<file path="src/rtl/xbar_arbiter.sv">
// Round-robin arbiter sharing one crossbar slave path between bus masters.
// One transaction in flight; decode errors and timeouts answered locally.
module xbar_arbiter #(
  parameter int NUM_MASTERS = 2,
  parameter int DATA_W      = 64,
  parameter int TIMEOUT     = 255
) (
  input  logic                            clk,
  input  logic                            reset,
  input  logic [NUM_MASTERS-1:0]          m_a_valid,
  output logic [NUM_MASTERS-1:0]          m_a_ready,
  input  logic [NUM_MASTERS-1:0]          m_a_write,
  input  logic [NUM_MASTERS*64-1:0]       m_a_address,
  input  logic [NUM_MASTERS*DATA_W-1:0]   m_a_data,
  input  logic [NUM_MASTERS*DATA_W/8-1:0] m_a_mask,
  output logic [NUM_MASTERS-1:0]          m_d_valid,
  input  logic [NUM_MASTERS-1:0]          m_d_ready,
  output logic [DATA_W-1:0]               m_d_data,
  output logic                            m_d_error,
  output logic                            s_a_valid,
  input  logic                            s_a_ready,
  output logic                            s_a_write,
  output logic [63:0]                     s_a_address,
  output logic [DATA_W-1:0]               s_a_data,
  output logic [DATA_W/8-1:0]             s_a_mask,
  input  logic [5:0]                      pma_chip_sel,
  input  logic                            s_d_valid,
  output logic                            s_d_ready,
  input  logic [DATA_W-1:0]               s_d_data,
  input  logic                            s_d_error
);

  localparam int GW = $clog2(NUM_MASTERS);
  localparam int MW = DATA_W / 8;
  localparam logic [7:0] TO_LAST = 8'(TIMEOUT - 1);
  localparam logic [GW-1:0] LAST_INIT = GW'(NUM_MASTERS - 1);

  typedef enum logic [2:0] {
    IDLE, DECODE, REQ, WAIT, RESP
  } state_t;

  state_t state, state_nx;
  logic [GW-1:0] last_grant, grant, win;
  logic [7:0] cnt;
  logic any_valid, expired, accept;
  logic resp_load, resp_err;
  logic [DATA_W-1:0] resp_data;

  // nearest valid master after last_grant wins; scan far-to-near
  always_comb begin
    win = last_grant;
    any_valid = 1'b0;
    for (int k = NUM_MASTERS; k >= 1; k--) begin
      int s;
      s = int'(last_grant) + k;
      if (s >= NUM_MASTERS) s = s - NUM_MASTERS;
      if (m_a_valid[GW'(s)]) begin
        win = GW'(s);
        any_valid = 1'b1;
      end
    end
  end

  assign expired = (cnt >= TO_LAST);

  always_comb begin
    state_nx  = state;
    m_a_ready = '0;
    m_d_valid = '0;
    s_a_valid = 1'b0;
    s_d_ready = 1'b0;
    accept    = 1'b0;
    resp_load = 1'b0;
    resp_err  = 1'b1;
    resp_data = '0;
    unique case (state)
      IDLE: begin
        s_d_ready = 1'b1;
        if (any_valid) begin
          m_a_ready[win] = 1'b1;
          accept = 1'b1;
          state_nx = DECODE;
        end
      end
      DECODE: begin
        s_d_ready = 1'b1;
        if (pma_chip_sel == 6'd0) begin
          resp_load = 1'b1;
          state_nx = RESP;
        end else begin
          state_nx = REQ;
        end
      end
      REQ: begin
        s_a_valid = 1'b1;
        s_d_ready = 1'b1;
        if (s_a_ready) begin
          state_nx = WAIT;
        end else if (expired) begin
          resp_load = 1'b1;
          state_nx = RESP;
        end
      end
      WAIT: begin
        s_d_ready = 1'b1;
        if (s_d_valid) begin
          resp_load = 1'b1;
          resp_err  = s_d_error;
          resp_data = s_d_data;
          state_nx  = RESP;
        end else if (expired) begin
          resp_load = 1'b1;
          state_nx = RESP;
        end
      end
      RESP: begin
        m_d_valid[grant] = 1'b1;
        if (m_d_ready[grant]) state_nx = IDLE;
      end
      default: state_nx = IDLE;
    endcase
    // outputs fall to their reset values while reset is held
    if (reset) begin
      m_a_ready = '0;
      s_d_ready = 1'b0;
      accept    = 1'b0;
    end
  end

  always_ff @(posedge clk or posedge reset) begin
    if (reset) begin
      state       <= IDLE;
      last_grant  <= LAST_INIT;
      grant       <= '0;
      cnt         <= '0;
      s_a_write   <= 1'b0;
      s_a_address <= '0;
      s_a_data    <= '0;
      s_a_mask    <= '0;
      m_d_data    <= '0;
      m_d_error   <= 1'b0;
    end else begin
      state <= state_nx;
      if (accept) begin
        grant       <= win;
        s_a_write   <= m_a_write[win];
        s_a_address <= m_a_address[int'(win)*64 +: 64];
        s_a_data    <= m_a_data[int'(win)*DATA_W +: DATA_W];
        s_a_mask    <= m_a_mask[int'(win)*MW +: MW];
      end
      if (state == DECODE) begin
        cnt <= '0;
      end else if ((state == REQ || state == WAIT) && cnt != 8'hFF) begin
        cnt <= cnt + 8'd1;
      end
      if (resp_load) begin
        m_d_data  <= resp_data;
        m_d_error <= resp_err;
      end
      if (state == RESP && m_d_ready[grant]) last_grant <= grant;
    end
  end

endmodule

</file>
<file path="config.mk">
export PLATFORM = sky130hd
export DESIGN_NAME = xbar_arbiter
export DESIGN_NICKNAME = d
export VERILOG_FILES = /design/src/rtl/xbar_arbiter.sv
export SDC_FILE = /design/constraint.sdc
export NUM_CORES = 1
export LEC_CHECK = 0
export ABC_AREA = 1
export CORE_AREA = 2 2 219 221
export CTS_CLUSTER_DIAMETER = 50
export DETAILED_ROUTE_END_ITERATION = 8
export DIE_AREA = 0 0 221 223
export PLACE_DENSITY = 0.53
export SETUP_SLACK_MARGIN = 0.1
export SYNTH_ARGS = -nofsm -noshare
export SYNTH_HDL_FRONTEND = slang
export SYNTH_SLANG_ARGS = --single-unit
</file>
<file path="constraint.sdc">
create_clock -name clk -period 8.7 [get_ports clk]
set_clock_uncertainty 0.05 [all_clocks]
set_input_delay 1.305 -clock clk [delete_from_list [all_inputs] [get_ports clk]]
set_output_delay 1.305 -clock clk [all_outputs]
set_load 0.01 [all_outputs]
</file>
== Word level (Yosys, flattened, before mapping) ==
Index checks and enable logic that the tools add are counted.

* Bits in registers: 215
* Bits of input ports: 353

* Reductions and logical operators: 10
* Equal/unequal tests: 7
* $lt $le $gt $ge: 9
* $add $sub $neg: 5
* Shift operators: 3
* Multiplexer cells: 46

{| class="wikitable"
|+ Operators with widths
! operator !! number
|-
| 128-bit by 8-bit variable part select with 64-bit output || 2
|-
| 64-bit two-way mux || 2
|-
| 1-bit two-way mux || 28
|-
| 3-bit two-way mux || 6
|-
| 8-bit two-way mux || 2
|-
| 16-bit by 5-bit variable part select with 8-bit output || 1
|-
| 3-bit one-hot mux with 5 select lines || 1
|-
| 8-bit by 1-bit adder with 8-bit output (second input constant) || 1
|-
| 8-bit greater-or-equal comparator (second input constant) || 1
|-
| 2-bit two-way mux || 4
|-
| 8-bit inequality test (second input constant) || 1
|-
| 3-bit by 2-bit == test with 1-bit output (second input constant) || 2
|-
| 6-bit zero test || 1
|-
| 1-bit by 3-bit < comparator with 1-bit output (second input constant) || 2
|-
| 1-bit logical AND || 4
|-
| 1-bit by 2-bit < comparator with 1-bit output (second input constant) || 2
|-
| 2-bit inequality test (second input constant) || 2
|-
| 4-bit OR reduction || 1
|-
| 1-bit by 2-bit adder with 3-bit output (second input constant) || 1
|-
| 3-bit by 1-bit == test with 1-bit output (second input constant) || 1
|-
| 3-bit == test (second input constant) || 1
|-
| 3-bit by 2-bit greater-or-equal comparator with 1-bit output (second input constant) || 1
|-
| 3-bit zero test || 1
|-
| 1-bit one-hot mux with 3 select lines || 1
|-
| other kinds (8) || 11
|}

== Longest topological paths before layout ==
* Word-level depth: 15
* Mapped depth: 11
* Depth with buffers taken out: 10

== Worst setup path before layout ==
Ideal clock, no wire load.

* Kind: in2out
* Start: input port reset
* End: output port m_a_ready[0]
* Cell stages on the path: 4
* Arrival: 6.708 ns
* Data required time: 7.345 ns
* Setup slack: 0.637 ns
* Cell sequence: inv_1 nand2_2 clkbuf_1 nor2_1

* Longest elaborated chain between the ends: 1

{| class="wikitable"
|+ Ends and longest elaborated chain
! item !! RTL line !! text
|-
| start, declared || 9 || <nowiki>input logic reset,</nowiki>
|-
| 2-bit two-way mux || 123 || <nowiki>if (reset) begin</nowiki>
|-
| end, declared || 11 || <nowiki>output logic [NUM_MASTERS-1:0] m_a_ready,</nowiki>
|}

No other way between the ends.

== Final worst setup path ==
Ends and elaborated chain as after synthesis.

==> impl_metrics.json <==
{
  "status": "complete, no violations",
  "crit_family": "buffers and inverters",
  "clockBufferDepth": 3,
  "setup_viol": 0,
  "yosys.cell_types.count": 31,
  "nNetsFinal": 2041,
  "ys.flop_type": "dfrtp_1",
  "fp.dieW_um": 221,
  "row_count": 80,
  "worst_ir_drop_vdd_v": 0.0001755,
  "syn_to_final_growth_pct": 68.72,
  "grt.busiest_layer": "met2",
  "path_buf_inv": 3,
  "tightestPinTransition_ns": 0.9437,
  "cp_data_arrival_time_ns": 3.72,
  "cpMaxStageDelayCell": "inv_8",
  "firstDrtPassIters": 5,
  "fillers": 4828,
  "grt.overflow.total": 0,
  "cap_violations": 0,
  "grt_pass1_vias": 10530,
  "cts_resized": 0,
  "synth_seq_area_share_pct": 51.75,
  "clock_latency_ns": 0.52,
  "cp_common_cell": "clkdlybuf4s50_1",
  "via_per_inst": 4.456,
  "routedWlPerCell_um": 18.74,
  "final_antenna_net_count": 0,
  "tritoncts": "yes",
  "io_buffers": 559,
  "fp.dieH_um": 223,
  "crit_path_max_fanout": 105,
  "hp-class": "flop to flop",
  "critical_path_class": "primary input to output pin",
  "post_synth_xor_area_fraction_pct": 0.08423,
  "synth_cells": 1174,
  "avgSynthCellArea_um2": 8.858,
  "cpPeakStageDelay_ns": 0.59,
  "drt_wl_total_mm": 43.55,
  "dpl.hpwl_mm": 30.89,
  "place_inst": 2263,
  "core_um2": 47150,
  "stdcell_count": 2324,
  "clk_pin_slew_worst_paths_ns": 0.05,
  "clock_sinks": 215,
  "p_leak_nw": 7.578,
  "antenna_found_initial": 3,
  "regArea_um2": 5381,
  "layout-drive-gt1-share_pct": 12.88,
  "report.final.slew_viol_count": 0,
  "synth_compound_area_share_pct": 17.13,
  "drc": 0,
  "fmax_ghz": 0.1972,
  "slew_headroom_pct": 37.08,
  "synth_edf_count": 0,
  "num_io_pins": 561,
  "fin_crit_sh_pct": 58.29,
  "place_congestion": 0.7987,
  "synth_top_family_by_area": "simple AND/OR/NAND/NOR gates",
  "setup-tns-final_ns": 0,
  "hold_violations": 0,
  "fin_crit_ns": 5.071,
  "synth_mux_area_share_pct": 0,
  "synthSimpleGateAreaFrac_pct": 24.83,
  "grt_first_pass_wirelength_mm": 65.13,
  "post_cts_buffers": 0,
  "multi_input_area_um2": 4448,
  "cts_hold_buf": 0,
  "syn-cell-area_um2": 10400,
  "rsz0062_at_grt": "no",
  "drtIter0Drc": 552,
  "grtUsageTotal_pct": 17.13,
  "syn_nets": 1531,
  "synthArstFlopShare_pct": 100.0,
  "dieArea_um2": 49280,
  "required_ns": 7.34,
  "crit_chain": "clkdlybuf4s50_1 -> inv_8 -> nand2_4 -> nor2_1 -> clkdlybuf4s50_1",
  "htree_levels": 2,
  "crit_path_start_kind": "primary input",
  "clockRootBuffer": "clkbuf_16",
  "synthAdderAreaFrac_pct": 0.4813,
  "grt_max_degree": 131,
  "initial_core_util_pct": 22.06,
  "ys_warn_count": 0,
  "ys_ff_latch": 215,
  "end_kind": "output pin",
  "met1_usage_pct": 19.19,
  "via_count": 10360,
  "use_met2_pct": 29.82,
  "met3_usage_pct": 6.546,
  "p_per_area_nw_per_um2": 320.5,
  "cts_buffers": 34
}
## cell usage after synthesis, types with 3 or more instances
master	instances	area, um^2
nand2_1	296	1111
dfrtp_1	214	5355
o21ai_0	141	705.7
or2_2	138	863.3
o211ai_1	137	1028
nand3_1	74	370.4
clkbuf_1	58	217.7
nor2_1	25	93.84
inv_1	20	75.07
buf_6	16	180.2
buf_2	15	75.07
ha_1	4	50.05
buf_1	3	11.26
buf_4	3	22.52
nand3b_1	3	22.52
nand4_1	3	18.77
o21ai_1	3	15.01
o21bai_1	3	22.52
## worst reg2reg max path, cell delays in order (launching register included)
cell	delay, ns
dfstp_2	0.55
inv_1	0.09
ha_4	0.42
clkinv_2	0.62
buf_4	0.63
or2_2	0.44
o211ai_1	0.19
nand2_1	0.09
## worst paths after layout
kind	endpoint	start	slack, ns	depth (start not counted)
min in group asynchronous	m_d_data[24]	reset	1.32	2
setup reg to reg	s_a_address[58]	last_grant	5.48	7
setup / recovery	m_a_ready[0]	reset	3.63	5
max in group asynchronous	m_d_data[58]	reset	5.90	3
hold reg to reg	m_d_data[7]	m_d_data[7]	0.44	2
hold / removal	m_d_data[7]	m_d_data[7]	0.44	2
## metal layers
layer	vias to the layer above	routed length, um
met4	4	1242
met5	-	23
met2	404	21640
met3	62	3790
li1	4990	-
met1	4896	16850
## through the flow
step / util, % / instance area, um^2 / hold WS [ns] / worst slack (ns) / power [mW]
6_report: 37.21 / 17540 / 0.4444 / 3.629 / 5.622
5_1_grt: 37.21 / 17540 / 0.4687 / 3.362 / 5.988
4_1_cts: 37.21 / 17540 / 0.4481 / 3.492 / 5.723
3_5_place_dp: 34.75 / 16380 / 0.4365 / 3.498 / 4.281
3_3_place_gp: 34.75 / 16380 / 0.4293 / 3.481 / 4.257
2_1_floorplan: - / 10400 / 0.4460 / 0.6375 / 2.842
## placed cells by master (no fill, tap or decap), types with 2 or more instances in the layout
cell	count
bufinv_16	2
nand2_1	295
nor3_1	2
clkbuf_16	37
clkdlybuf4s50_1	559
o21ai_1	3
clkinv_2	4
a21oi_1	2
nor2_4	3
dfrtp_1	214
nand3_1	74
clkinv_4	3
inv_6	5
o211ai_1	137
buf_4	10
clkbuf_1	5
nand3b_1	3
inv_2	2
or2_2	138
nor2_1	25
nand4_1	3
inv_1	17
o21ai_0	141
clkbuf_8	5
ha_1	3
o21bai_1	3
## report_power, final
group          switching (mW)  internal [mW]
logic                    1.29           1.25
registers               0.243           1.45
clock network           0.514          0.880
total                    2.04           3.58
## kinds of logic after synthesis
family	count (synthesis)
adders and majority gates	4
DFF	215
buffers and inverters	118
xor gates and xnor gates	1
and+or+nand+nor	550
AOI/OAI and AO/OA	286
## final cells by class
cell class | count | share of cell area [%]
sequential | 215 | 30.67
multi-input combinational | 841 | 25.35
clock buffer | 47 | 5.777
clock inverter | 13 | 0.8273
inverter | 22 | 0.5349
timing repair buffer | 570 | 32.43
tap | 615 | 4.386
antenna | 1 | 0.01426
## flip-flops by register name, summed over array words and instances, names as in the netlist
register and flops:
m_d_data 64, s_a_address 64, s_a_data 64, cnt 8
s_a_mask 8, state 3, grant 1, last_grant 1
m_d_error 1, s_a_write 1
Power figures use the tool's default switching activity.
